## src/rtl/mem_port_arbiter.sv

```systemverilog
// mem_port_arbiter: shares one memory port between instruction fetch and the
// data stage. Keeps one transaction in flight. Data has priority; fetch wins
// once after STARVE_LIMIT consecutive lost arbitrations. Each response is
// routed combinationally to whichever requester owns the transaction.
module mem_port_arbiter #(
   parameter int ADDR_W       = 64,
   parameter int STARVE_LIMIT = 4
) (
   input  logic              clk,
   input  logic              rst_n,
   // fetch port
   input  logic              if_req,
   input  logic [ADDR_W-1:0] if_addr,
   output logic              if_gnt,
   output logic              if_rvalid,
   output logic [31:0]       if_rdata,
   // data port
   input  logic              d_req,
   input  logic              d_we,
   input  logic [ADDR_W-1:0] d_addr,
   input  logic [63:0]       d_wdata,
   input  logic [7:0]        d_be,
   output logic              d_gnt,
   output logic              d_rvalid,
   output logic [63:0]       d_rdata,
   // memory port
   output logic              mem_req,
   output logic              mem_we,
   output logic [ADDR_W-1:0] mem_addr,
   output logic [63:0]       mem_wdata,
   output logic [7:0]        mem_be,
   input  logic              mem_gnt,
   input  logic              mem_rvalid,
   input  logic [63:0]       mem_rdata,
   output logic              busy
);

   typedef enum logic [1:0] {
      IDLE  = 2'd0,
      ISSUE = 2'd1,
      WAIT  = 2'd2
   } state_e;

   localparam logic [3:0] LIMIT = 4'(STARVE_LIMIT);

   state_e            state_q, state_d;
   logic [3:0]        starve_q, starve_d;
   logic              owner_q, owner_d;   // 1 = data stage owns the transaction
   logic              hi_q, hi_d;         // fetch wanted the upper word
   logic              we_q, we_d;
   logic [ADDR_W-1:0] addr_q, addr_d;
   logic [63:0]       wdata_q, wdata_d;
   logic [7:0]        be_q, be_d;

   logic resp;        // response accepted this cycle
   logic grant_pt;    // a new request may be accepted this cycle
   logic fetch_wins;

   // Fetch address bits [1:0] are always zero for aligned instructions.
   logic unused_addr_bits;
   assign unused_addr_bits = ^if_addr[1:0];

   // Arbitration: data wins unless fetch has been starved long enough.
   // Reset gates everything so nothing is accepted while rst_n is low.
   always_comb begin
      resp       = rst_n && (state_q == WAIT) && mem_rvalid;
      grant_pt   = rst_n && ((state_q == IDLE) || resp);
      fetch_wins = if_req && (!d_req || (starve_q >= LIMIT));
      if_gnt     = grant_pt && fetch_wins;
      d_gnt      = grant_pt && d_req && !fetch_wins;
   end

   // Next state, request capture at the grant point, starvation counting.
   always_comb begin
      state_d  = state_q;
      starve_d = starve_q;
      owner_d  = owner_q;
      hi_d     = hi_q;
      we_d     = we_q;
      addr_d   = addr_q;
      wdata_d  = wdata_q;
      be_d     = be_q;

      case (state_q)
         IDLE:    state_d = IDLE;
         ISSUE:   if (mem_gnt) state_d = WAIT;
         WAIT:    if (mem_rvalid) state_d = IDLE;
         default: state_d = IDLE;
      endcase

      if (if_gnt) begin
         state_d  = ISSUE;
         owner_d  = 1'b0;
         hi_d     = if_addr[2];
         we_d     = 1'b0;
         addr_d   = {if_addr[ADDR_W-1:3], 3'b000};
         wdata_d  = '0;
         be_d     = 8'hFF;
         starve_d = '0;
      end else if (d_gnt) begin
         state_d  = ISSUE;
         owner_d  = 1'b1;
         hi_d     = 1'b0;
         we_d     = d_we;
         addr_d   = d_addr;
         wdata_d  = d_wdata;
         be_d     = d_be;
         if (if_req && (starve_q != 4'hF)) starve_d = starve_q + 4'd1;
      end
   end

   // State and captured-request registers.
   always_ff @(posedge clk) begin
      if (!rst_n) begin
         state_q  <= IDLE;
         starve_q <= '0;
         owner_q  <= 1'b0;
         hi_q     <= 1'b0;
         we_q     <= 1'b0;
         addr_q   <= '0;
         wdata_q  <= '0;
         be_q     <= '0;
      end else begin
         state_q  <= state_d;
         starve_q <= starve_d;
         owner_q  <= owner_d;
         hi_q     <= hi_d;
         we_q     <= we_d;
         addr_q   <= addr_d;
         wdata_q  <= wdata_d;
         be_q     <= be_d;
      end
   end

   assign mem_req   = (state_q == ISSUE);
   assign mem_we    = we_q;
   assign mem_addr  = addr_q;
   assign mem_wdata = wdata_q;
   assign mem_be    = be_q;
   assign busy      = (state_q != IDLE);

   // Response routing has no register stage; non-owner sees nothing.
   assign if_rvalid = resp && !owner_q;
   assign d_rvalid  = resp && owner_q;
   assign if_rdata  = if_rvalid ? (hi_q ? mem_rdata[63:32] : mem_rdata[31:0]) : 32'h0;
   assign d_rdata   = d_rvalid ? mem_rdata : 64'h0;

endmodule
```

## config.mk

```make
export PLATFORM = sky130hd
export DESIGN_NAME = mem_port_arbiter
export DESIGN_NICKNAME = d
export VERILOG_FILES = /design/src/rtl/mem_port_arbiter.sv
export SDC_FILE = /design/constraint.sdc
export NUM_CORES = 1
export LEC_CHECK = 0
export ABC_AREA = 1
export CORE_AREA = 10 10 188 190
export CTS_BUF_LIST = sky130_fd_sc_hd__clkbuf_4 sky130_fd_sc_hd__clkbuf_8
export CTS_CLUSTER_DIAMETER = 100
export DETAILED_ROUTE_END_ITERATION = 6
export DIE_AREA = 0 0 198 200
export GPL_TIMING_DRIVEN = 1
export HOLD_SLACK_MARGIN = 0.12
export PLACE_DENSITY_LB_ADDON = 0.3
export SLEW_MARGIN = 10
export SYNTH_ARGS = -nofsm -noshare
export SYNTH_HDL_FRONTEND = slang
export SYNTH_SLANG_ARGS = --single-unit
```

## constraint.sdc

```tcl
create_clock -name clk -period 1.4 [get_ports clk]
set_input_delay 0.28 -clock clk [delete_from_list [all_inputs] [get_ports clk]]
set_output_delay 0.28 -clock clk [all_outputs]
set_load 0.03 [all_outputs]
```

**Word-level counts from Yosys, hierarchy flattened**

Index checks and enable logic that the tools add are counted.

- Mux-type cells: 14
- Reduce and logical (&&, ||, !) cells: 23
- Order comparisons: 1
- Add/sub/neg operators: 1
- Bitwise operators: 1
- Eq/ne operators: 7

Operators by type and width:

| operator | count |
|---|---|
| $mux 64 | 3 |
| $mux 32 | 2 |
| $mux 8 | 2 |
| $logic_and 1x1->1 | 10 |
| $ne 4x4->1 const B | 2 |
| $reduce_and 2->1 | 3 |
| $add 4x1->4 const B | 1 |
| $ge 4x3->1 const B | 1 |
| $mux 1 | 4 |
| $mux 2 | 2 |
| $ne 4x3->1 const B | 1 |
| $pmux 2 s2 | 1 |
| $reduce_bool 2->1 | 2 |
| $logic_not 1->1 | 3 |
| $reduce_or 3->1 | 1 |
| $eq 2x1->1 const B | 1 |
| $eq 2x2->1 const B | 1 |
| $logic_not 2->1 | 1 |
| $logic_or 1x1->1 | 2 |
| $ne 2x1->1 const B | 1 |
| $ne 2x2->1 const B | 1 |
| $reduce_or 2->1 | 1 |
| $not 1->1 | 1 |

- Bits in registers: 145
- Input bits: 271
- Output and inout port bits: 239
- Logic and storage cells: 57

**Depth between registers and ports, before layout**

Gate-level depths: netlist (run 1).

- Depth after elaboration: 9
- Gate-level depth with buffers: 11

**Least setup slack after synthesis (run 1)**

Ideal clock, no wire load.

- Path type: reg2out
- Start: reg state_q[1]
- End: out d_rdata[10]
- Data required time: 1.120 ns
- Path buffers: 1
- Setup slack: -0.739 ns
- Arrival time: 1.859 ns
- Stages on the path, launching flop included: 8
- Path through: dfxtp_1 inv_2 nor2_4 nand2_2 nor2_1 inv_2 clkbuf_1 nor2_1

- Longest elaborated chain between the ends: 5

Ends and longest elaborated chain:

| element | line | source |
|---|---|---|
| start, declared | 46 | `state_e state_q, state_d;` |
| start signal, assigned | 124 | `state_q <= state_d;` |
| $eq 2x2->1 | 66 | `resp = rst_n && (state_q == WAIT) && mem_rvalid;` |
| $logic_and 1x1->1 (2 in series) | 66 |  |
| $logic_and 1x1->1 | 144 | `assign d_rvalid = resp && owner_q;` |
| via d_rvalid | 24 | `output logic d_rvalid,` |
| $mux 64 | 146 | `assign d_rdata = d_rvalid ? mem_rdata : 64'h0;` |
| end, declared | 25 | `output logic [63:0] d_rdata,` |

The timed path passes the listed nets, and every way through them passes these cells.

**Worst setup path in the final report (run 1)**

- Start: reg state_q[1]
- End: out d_rdata[25]

- Longest elaborated chain between the ends: 5

Ends and longest elaborated chain:

| element | line |
|---|---|
| $eq 2x2->1 | 66 |
| $logic_and 1x1->1 (2 in series) | 66 |
| $logic_and 1x1->1 | 144 |
| $mux 64 | 146 |

No other way between the ends.

==> run_results.csv, run 1 <==
group,metric,value,unit
status,run_status,"finished, violations left",
status,violations,"negative setup slack",
worst_setup_path,crit_top_cell,"nor2_4",
worst_setup_path,r2r_start,"state_q[1]",
power_and_ir_drop,comb_power_share,34.2,%
placed_design,portBuffers,507,
global_routing,antenna_found_initial,1,
logic_synthesis,ys_top_cells_by_count,"nor2_1, nand2_1, dfxtp_1",
logic_synthesis,synthArstFlopShare,0,%
clocking,cts.path.max_buffers,2,
timing,worst_pin_slew,0.379,ns
finish,drive_above_1_share,38.5,%
routing,drc,0,
power_and_ir_drop,fin_total_pwr,12.4,mW
routing,wl_per_cell,18.6,um
placed_design,dp_hpwl,29.8,mm
routing,routed_wl,41.3,mm
worst_setup_path,critPathKind,"flop to primary output",
die,die_area,39600,um2
logic_synthesis,synth_ff_type,"dfxtp_1",
power_and_ir_drop,cellLeakagePower,7.39,nW
timing,holdWs,0.352,ns
die,initial_utilization,22.9,%
global_routing,grt_usage,19.2,%
routing,ant_nets,0,
logic_synthesis,synth_edf_count,0,
clocking,htree_levels,4,
die,core-area,31400,um2
worst_setup_path,required,1.12,ns
timing,worst_slack,-0.624,ns
global_routing,grt-ovfl-total,0,
logic_synthesis,avgSynthCellArea,6.19,um2
logic_synthesis,yosysUniqueCellTypes,21,
worst_setup_path,endpoint_kind,"primary output",
routing,vias,9829,
logic_synthesis,yosysWarnings,0,
worst_setup_path,crit_slowest_cell,"dfxtp_2",
global_routing,grt_pass1_vias,9738,
timing,fin_setup_tns,-124.36,ns
timing,drv_slew,0,
power_and_ir_drop,pwr-share-seq,36.4,%
clocking,worst_skew_pair.late_latency,0.47,ns
timing,fmaxAchievable,494,MHz
finish,nFillCells,2868,
finish,nNetsFinal,2075,
clocking,path_clk_slew,0.09,ns
logic_synthesis,syn-cell-area,7200,um2
timing,min_period,2.02,ns
global_routing,grt_pass1_wl,58.1,mm
clocking,root_buffer,"clkbuf_8",
flow_run,drv_cap,0,
timing,clock_skew,0.0116,ns
worst_setup_path,start_kind,"flop",
logic_synthesis,syn_inst,1163,
power_and_ir_drop,ir_worst_vdd,1.19,mV
logic_synthesis,syn_nets,1435,
worst_setup_path,regToRegSetupSlack,-0.51,ns
power_and_ir_drop,p_per_area,738,nW/um2
finish,final_util,53.6,%
timing,period_share,145,%
die,dieHeight,200,um
hold_path,hp-class,"input port to flop",
finish,syn_to_final_growth,134,%
power_and_ir_drop,clock_power_share,29.5,%
power_and_ir_drop,switchingPower,3.95,mW
routing,first_pass_iters,5,
die,fp.dieW,198,um
die,rows,65,
die,ios,510,
logic_synthesis,synth-seq-cells,145,
timing,rsz0062_at_grt,"yes",
worst_setup_path,crit_chain,"inv_2 > nor2_4 > nand2_4 > nor2_4 > inv_6 > buf_12 > nor2_4 > buf_4",
worst_setup_path,critPathArrivalTime,1.74,ns
timing,hold_violations,0,
logic_synthesis,ys_seq_area_share,40.3,%
power_and_ir_drop,p_int,8.47,mW
placed_design,place_congestion,0.858,
timing,finalSetupViolations,248,
power_and_ir_drop,switching_share,31.8,%
clocking,cts_sinks,145,
global_routing,grt_max_degree,54,
worst_setup_path,critPathBufInv,4,
worst_setup_path,crit_path_max_fanout,14,
clocking,numCtsBuffers,17,
routing,routed_via_density,4.43,
placed_design,pre_cts_ws,-0.693,ns
worst_setup_path,path_delay_family,"buffers and inverters",
clocking,cts_tree,"built",
logic_synthesis,synth.most_common_cell,"nor2_1",
hold_path,hold_start,"d_wdata[3]",
logic_synthesis,ys_top_cells_by_area,"dfxtp_1, nor2_1, nand2_1",
worst_setup_path,slowest_delay,0.34,ns
logic_synthesis,yosys.area.top_type,"dfxtp_1",
worst_setup_path,setup.worst_path.start,"state_q[1]",
logic_synthesis,yosysTopAreaCellShare,40.3,%
routing,dr.first_iter.drc_count,375,
timing,relSlewSlack,74.7,%
[sequential cells by signal (all words and copies together) (netlist names)]
name / count
owner_q: 1
mem_we: 1
mem_addr: 64
hi_q: 1
starve_q: 4
state_q: 2
mem_wdata: 64
mem_be: 8
[layout make-up]
| type | instances | area (um2) | share of cell area [%] |
|---|---|---|---|
| diodes | 2 | 5.00 | 0.0297 |
| clock buffers | 21 | 283 | 1.68 |
| clock inverters | 9 | 131 | 0.781 |
| inverters | 142 | 556 | 3.30 |
| multi-input cells | 799 | 4640 | 27.6 |
| flip-flops and latches | 145 | 2910 | 17.3 |
| well taps | 402 | 503 | 2.99 |
| repair buffers | 698 | 7800 | 46.4 |
[power by group through the flow]
stage | clock network, mW | registers (mW) | logic (mW)
2_1_floorplan | 0 | 4.99 | 1.08
3_3_place_gp | 0 | 4.60 | 3.53
3_5_place_dp | 0 | 4.61 | 3.55
4_1_cts | 3.78 | 4.51 | 3.89
5_1_grt | 3.93 | 4.54 | 4.51
6_report | 3.66 | 4.51 | 4.24
[worst reg2reg max path, stage by stage, from the launching register on]
cell and delay [ns]:
dfxtp_2 0.34, inv_2 0.05, buf_4 0.13, buf_6 0.11, nand3_4 0.08, buf_6 0.11
a21oi_4 0.06, buf_12 0.13, buf_4 0.12, buf_6 0.11, buf_12 0.14, buf_4 0.14
nand2_1 0.07, nand2_2 0.06, nor2_1 0.10, nor2_1 0.05
[timing repair]
item                                    CTS  global route
gates cloned                             15            12
endpoints found under the setup margin  339           250
pin swaps                                41            60
hold buffers                              0             0
buffers inserted                         30            40
gates resized for setup                 636           161
hold endpoints to repair                  0             0
[metrics by stage]
step | cell area, um2 | cells
after CTS | 16000 | 2182
after detailed placement | 14700 | 2107
after floorplan | 8080 | 1163
after global routing | 16800 | 2216
after global placement | 14700 | 2107
final | 16800 | 2218
[final timing paths]
path                                 endpoint  cells past startpoint
worst max-delay path              d_rdata[25]                      8
worst min-delay path             mem_wdata[3]                      3
worst max register to register   mem_addr[18]                     15
worst min register to register  mem_wdata[57]                      2
[per-layer routing]
layer / track usage [%] / vias to the layer above / wire, um
met2: 34.6 / 384 / 21700
met4: 6.49 / 2 / 1030
met1: 20.1 / 4536 / 14700
met3: 7.27 / 50 / 3780
met5: 0 / - / 13
li1: - / 4857 / -
[layout by cell type, fill, tap and decap left out]
cell type,n
inv_6,3
nand2_4,19
a21oi_1,78
buf_16,11
inv_2,4
nand4_1,63
buf_12,93
diode_2,2
clkdlybuf4s50_1,267
buf_8,19
inv_4,2
inv_1,133
nor2_4,98
clkbuf_4,1
dfxtp_1,142
nand3_4,2
buf_4,101
clkinv_2,2
buf_2,91
nand3_1,7
nor3_1,1
nor2_1,201
bufinv_16,3
clkbuf_8,20
nor2_2,24
nand2_1,222
a21oi_4,4
inv_8,1
clkinvlp_4,3
dfxtp_2,3
buf_6,105
bufbuf_16,1
o21ai_1,1
a21oi_2,40
nand2_2,34
clkbuf_16,10
nand2_8,4
ha_1,1
[cell families (layout without fill, tap and decap cells)]
| kind of cell | after synthesis | in the layout | synth area share [%] |
|---|---|---|---|
| simple gates | 674 | 675 | 38.1 |
| buf+inv | 220 | 870 | 12.8 |
| flops | 145 | 145 | 40.3 |
| compound gates | 123 | 123 | 8.60 |
| fa+ha+maj | 1 | 1 | 0.174 |
| other cells | 0 | 2 | 0 |
No activity file was read; power rests on OpenSTA's default activity.
==> inputs of run 2 (changes only) <==
Settings changed: CELL_PAD_IN_SITES_DETAIL_PLACEMENT set to 0, CELL_PAD_IN_SITES_GLOBAL_PLACEMENT set to 1, CORE_AREA 10 10 188 190 to not set, CORE_MARGIN set to 10, CORE_UTILIZATION set to 20, DIE_AREA 0 0 198 200 to not set.
==> run 2 against run 1 <==
The run still ends with negative setup slack left. First-iteration DRC count rose by 7.5%. Setup slack got worse by 0.068 ns. Core utilization fell by 5.7 points. Register-to-register slack got worse by 0.03 ns. Sequential cell count did not move. Clock power rose by 7.4%.
==> run_results.csv, run 2 (synthesis results as in run 1) <==
group,metric,value,unit
die,ios,510,
timing,finalSetupViolations,247,
finish,nFillCells,3435,
clocking,cts_sinks,145,
die,core-area,35600,um2
global_routing,grt_max_degree,43,
timing,worst_pin_slew,0.342,ns
timing,fin_setup_tns,-123.31,ns
routing,first_pass_iters,5,
clocking,htree_levels,4,
status,violations,"negative setup slack",
timing,rsz0062_at_grt,"yes",
routing,ant_nets,0,
global_routing,grt_pass1_vias,9601,
worst_setup_path,rr_endpoint,"mem_wdata[50]",
worst_setup_path,regToRegSetupSlack,-0.54,ns
worst_setup_path,crit_end,"d_rdata[58]",
worst_setup_path,critPathArrivalTime,1.81,ns
worst_setup_path,critPathKind,"flop to primary output",
power_and_ir_drop,clock_power_share,31.1,%
worst_setup_path,crit_path_max_fanout,15,
routing,routed_wl,43.5,mm
finish,final_util,47.9,%
routing,vias,9694,
power_and_ir_drop,cellLeakagePower,7.30,nW
power_and_ir_drop,ir_worst_vdd,0.737,mV
placed_design,place_congestion,0.825,
routing,wl_per_cell,19.1,um
die,rows,69,
worst_setup_path,r2r_start,"state_q[1]",
worst_setup_path,ff2ff_path_depth,14,
clocking,cts_tree,"built",
worst_setup_path,start_kind,"flop",
timing,drv_slew,0,
power_and_ir_drop,switchingPower,3.92,mW
power_and_ir_drop,p_int,8.73,mW
global_routing,grt_pass1_wl,60.4,mm
die,dieHeight,210,um
worst_setup_path,required,1.12,ns
timing,relSlewSlack,77.2,%
worst_setup_path,path_delay_family,"buffers and inverters",
clocking,worst_skew_pair.late_latency,0.49,ns
global_routing,grt-ovfl-total,0,
worst_setup_path,crit_chain,"inv_4 > nor2_4 > nand2_4 > nor2_4 > inv_8 > buf_12 > nor2_4 > buf_4",
global_routing,antenna_found_initial,3,
die,fp.dieW,210,um
placed_design,pre_cts_ws,-0.649,ns
timing,period_share,149,%
power_and_ir_drop,pwr-share-seq,35.8,%
finish,layout_common_cells,"clkdlybuf4s50_1, nand2_1, nor2_1",
finish,final_common_cell,"clkdlybuf4s50_1",
global_routing,grt_usage,18.0,%
routing,routed_via_density,4.26,
flow_run,drv_cap,0,
die,initial_utilization,20.3,%
finish,drive_above_1_share,38.2,%
timing,hold_violations,0,
die,die_area,44000,um2
finish,seq_area,2910,um2
status,run_status,"finished, violations left",
finish,multiInputGateArea,4620,um2
power_and_ir_drop,comb_power_share,33.1,%
finish,nNetsFinal,2073,
timing,min_period,2.09,ns
timing,worst_slack,-0.692,ns
clocking,numCtsBuffers,17,
timing,fmaxAchievable,478,MHz
routing,drc,0,
worst_setup_path,crit_top_cell,"nor2_4",
clocking,cts.path.max_buffers,2,
power_and_ir_drop,p_per_area,741,nW/um2
worst_setup_path,critPathBufInv,4,
worst_setup_path,cp.depth,8,
clocking,root_buffer,"clkbuf_8",
clocking,path_clk_slew,0.08,ns
placed_design,portBuffers,507,
worst_setup_path,endpoint_kind,"primary output",
routing,dr.first_iter.drc_count,403,
worst_setup_path,slowest_delay,0.36,ns
placed_design,dp_hpwl,31.3,mm
power_and_ir_drop,switching_share,31.0,%
hold_path,hp-class,"input port to flop",
worst_setup_path,setup.worst_path.start,"state_q[1]",
finish,syn_to_final_growth,137,%
timing,clock_skew,0.0185,ns
worst_setup_path,crit_slowest_cell,"dfxtp_2",
run 2: stage by stage:
| stage | power [mW] | cell area (um2) | hold WS [ns] | std cells |
|---|---|---|---|---|
| after floorplan | 6.07 | 8080 | 0.405 | 1163 |
| after global placement | 8.20 | 14900 | 0.450 | 2177 |
| after detailed placement | 8.23 | 14900 | 0.454 | 2177 |
| after CTS | 12.4 | 16100 | 0.289 | 2239 |
| after global routing | 13.2 | 17000 | 0.308 | 2277 |
| final | 12.6 | 17000 | 0.337 | 2277 |
run 2: worst min-delay path, stage by stage:
cell             delay, ns
clkdlybuf4s50_1       0.39
nand2_1               0.07
a21oi_2               0.04
run 2: worst min path at each step:
stage,startpoint,endpoint,depth (start not counted),slack [ns]
finish,d_wdata[40],mem_wdata[40],3,0.34
detailed placement,mem_wdata[42],mem_wdata[42],2,0.45
global route,d_wdata[23],mem_wdata[23],3,0.31
CTS,d_wdata[42],mem_wdata[42],3,0.29
global placement,mem_wdata[42],mem_wdata[42],2,0.45
floorplan,rst_n,state_q[0],2,0.40
run 2: power by group through the flow:
| stage | logic, mW | clock network, mW | registers, mW |
|---|---|---|---|
| after floorplan | 1.08 | 0 | 4.99 |
| after global placement | 3.59 | 0 | 4.61 |
| after detailed placement | 3.60 | 0 | 4.62 |
| after CTS | 3.83 | 4.08 | 4.52 |
| after global routing | 4.46 | 4.22 | 4.55 |
| final | 4.19 | 3.93 | 4.52 |
run 2: metal layers:
| layer | share of wire, % | global-route usage (%) | vias to the layer above |
|---|---|---|---|
| met4 | 1.5 | 4.04 | 2 |
| li1 | - | - | 4860 |
| met5 | 0.030 | 0 | - |
| met2 | 53 | 32.7 | 315 |
| met3 | 8.5 | 7.50 | 34 |
| met1 | 37 | 18.9 | 4483 |
run 2: timing repair:
action	4_1_cts	5_1_grt
gates resized for setup	521	166
setup buffers	14	31
pin swaps	4	35
setup endpoints to repair	325	250
gates cloned	16	11
hold buffers	0	0
run 2: cell type report:
type | count | area share [%]
clock inverter | 8 | 0.881
multi-input combinational | 798 | 27.1
inverter | 142 | 3.24
tap | 461 | 3.38
timing repair buffer | 697 | 46.5
antenna | 2 | 0.0294
sequential | 145 | 17.1
clock buffer | 24 | 1.83
==> inputs of run 3 (changes only) <==
Settings changed: CORE_UTILIZATION 20 to 23.
Clock period 1.4 ns to 2.2 ns, I/O delays scaled along.
==> run 3 against run 2 <==
The run now ends clean. Critical path depth stayed put. Count of clock-buffer cells in the layout shrank 7. Via count is 6.6% lower.
==> run_results.csv, run 3 (synthesis results as in run 1) <==
group,metric,value,unit
worst_setup_path,required,1.76,ns
power_and_ir_drop,p_int,4.84,mW
routing,dr.first_iter.drc_count,322,
timing,min_period,2.18,ns
routing,wl_per_cell,18.7,um
routing,routed_via_density,4.35,
worst_setup_path,slowest_delay,0.34,ns
placed_design,portBuffers,507,
die,ios,510,
status,run_status,"finished, final reports clean",
power_and_ir_drop,cellLeakagePower,5.86,nW
finish,syn_to_final_growth,89.8,%
routing,ant_nets,0,
timing,clock_skew,0.0133,ns
worst_setup_path,path_delay_family,"buffers and inverters",
worst_setup_path,endpoint_kind,"primary output",
worst_setup_path,critPathBufInv,4,
die,fp.dieW,197,um
global_routing,grt_pass1_vias,9242,
timing,fmaxAchievable,458,MHz
worst_setup_path,crit_chain,"inv_2 > nor2_4 > nand2_4 > nor2_4 > inv_4 > buf_12 > nor2_1 > buf_4",
power_and_ir_drop,p_per_area,520,nW/um2
power_and_ir_drop,switching_share,31.8,%
placed_design,placed_cells,2035,
timing,period_share,99.3,%
global_routing,grt_max_degree,71,
clocking,htree_levels,4,
finish,drive_above_1_share,15.2,%
clocking,cts_tree,"built",
routing,wl_met2,20.2,mm
routing,first_pass_iters,4,
clocking,path_clk_slew,0.09,ns
finish,final_common_cell,"clkdlybuf4s50_1",
clocking,root_buffer,"clkbuf_8",
finish,fin_cells,2080,
routing,wl_met3,4.46,mm
worst_setup_path,critPathArrivalTime,1.74,ns
power_and_ir_drop,switchingPower,2.26,mW
worst_setup_path,start_kind,"flop",
worst_setup_path,setup.worst_path.start,"state_q[1]",
worst_setup_path,crit_path_max_fanout,25,
power_and_ir_drop,fin_total_pwr,7.10,mW
global_routing,grt_pass1_wl,56.3,mm
finish,layout_common_cells,"clkdlybuf4s50_1, nor2_1, nand2_1",
placed_design,dp_hpwl,30.1,mm
worst_setup_path,r2r_start,"state_q[1]",
hold_path,hold_start,"mem_rvalid",
timing,finalSetupViolations,0,
die,die_area,38800,um2
timing,hold_violations,0,
global_routing,grt_usage,18.9,%
power_and_ir_drop,ir_worst_vdd,0.352,mV
routing,routed_wl,39.0,mm
clocking,numCtsBuffers,17,
die,dieHeight,197,um
global_routing,antenna_found_initial,6,
timing,worst_pin_slew,0.777,ns
worst_setup_path,critPathKind,"flop to primary output",
timing,drv_slew,0,
finish,nNetsFinal,1941,
worst_setup_path,crit_top_cell,"nor2_4",
worst_setup_path,crit_slowest_cell,"dfxtp_2",
die,initial_utilization,23.4,%
global_routing,grt-ovfl-total,0,
routing,topRoutingLayerUsed,"met5",
clocking,postCtsHoldBufs,0,
hold_path,hp-class,"input port to flop",
power_and_ir_drop,pwr-share-seq,40.1,%
clocking,cts_sinks,145,
power_and_ir_drop,comb_power_share,27.7,%
clocking,worst_skew_pair.late_latency,0.46,ns
routing,wl_met1,13.4,mm
routing,drc,0,
placed_design,place_congestion,0.928,
timing,relSlewSlack,48.2,%
die,rows,64,
flow_run,drv_cap,0,
power_and_ir_drop,clock_power_share,32.3,%
die,core-area,30700,um2
clocking,cts.path.max_buffers,2,
routing,vias,9057,
timing,rsz0062_at_grt,"yes",
-- run 3: cell types whose count changed in the layout (fill, tap and decap cells not counted), moves of 12 or more --
cell,delta
buf_12,-94
nor2_2,+23
buf_2,-76
buf_16,-12
nor2_4,-86
buf_4,-24
buf_6,-52
nand2_1,+26
nor2_1,+63
a21oi_1,+72
clkdlybuf4s50_1,+135
nand2_2,-24
a21oi_2,-66
-- run 3: power by group through the flow --
stage | sequential [mW] | clock (mW) | combinational (mW)
after global placement | 2.90 | 0 | 1.94
after global routing | 2.87 | 2.46 | 2.13
after detailed placement | 2.91 | 0 | 1.95
final | 2.85 | 2.29 | 1.96
after CTS | 2.85 | 2.38 | 1.97
after floorplan | 3.18 | 0 | 0.617
-- run 3: layout make-up --
| type | count | area (um2) |
|---|---|---|
| Fill cell | 3159 | 17100 |
| Timing Repair Buffer | 565 | 5710 |
| Multi-Input combinational cell | 798 | 3600 |
| Sequential cell | 145 | 2910 |
| Inverter | 142 | 543 |
| Tap cell | 396 | 495 |
| Clock buffer | 17 | 234 |
| Clock inverter | 14 | 180 |
| Antenna cell | 3 | 7.51 |
-- run 3: final timing paths --
path / to / slack (ns) / depth (start not counted)
setup / recovery: d_rdata[20] / 0.02 / 8
hold / removal: state_q[1] / 0.40 / 4
setup reg to reg: mem_wdata[33] / 0.33 / 9
hold reg to reg: starve_q[3] / 0.46 / 2
-- run 3: repair_timing --
action | CTS | global route
gates resized for setup | 62 | 54
pin swaps | 2 | 2
endpoints found under the hold margin | 0 | 0
endpoints found under the setup margin | 100 | 97
cloned | 2 | 3
setup buffers | 2 | 4
-- run 3: per-layer routing --
metal / vias up / global-route usage, %
met5: - / 0
met4: 4 / 6.75
met3: 42 / 9.20
met2: 355 / 34.7
met1: 4081 / 18.0
li1: 4575 / -
-- run 3: tightest hold or removal path, stage by stage --
cell	delay, ns
dlygate4sd2_1	0.22
inv_1	0.04
nand2_1	0.07
a21oi_1	0.06
-- run 3: per-stage QoR --
stage / setup slack [ns] / area, um2 / utilization [%] / hold WS (ns) / setup TNS (ns)
CTS: -0.0538 / 13400 / 43.5 / 0.355 / -1.04
detailed placement: -0.193 / 12700 / 41.4 / 0.441 / -15.46
floorplan: 0.0476 / 7210 / - / 0.422 / 0
global route: -0.0923 / 13700 / 44.5 / 0.365 / -5.34
global placement: -0.209 / 12700 / 41.4 / 0.435 / -15.05
finish: 0.0165 / 13700 / 44.5 / 0.401 / 0
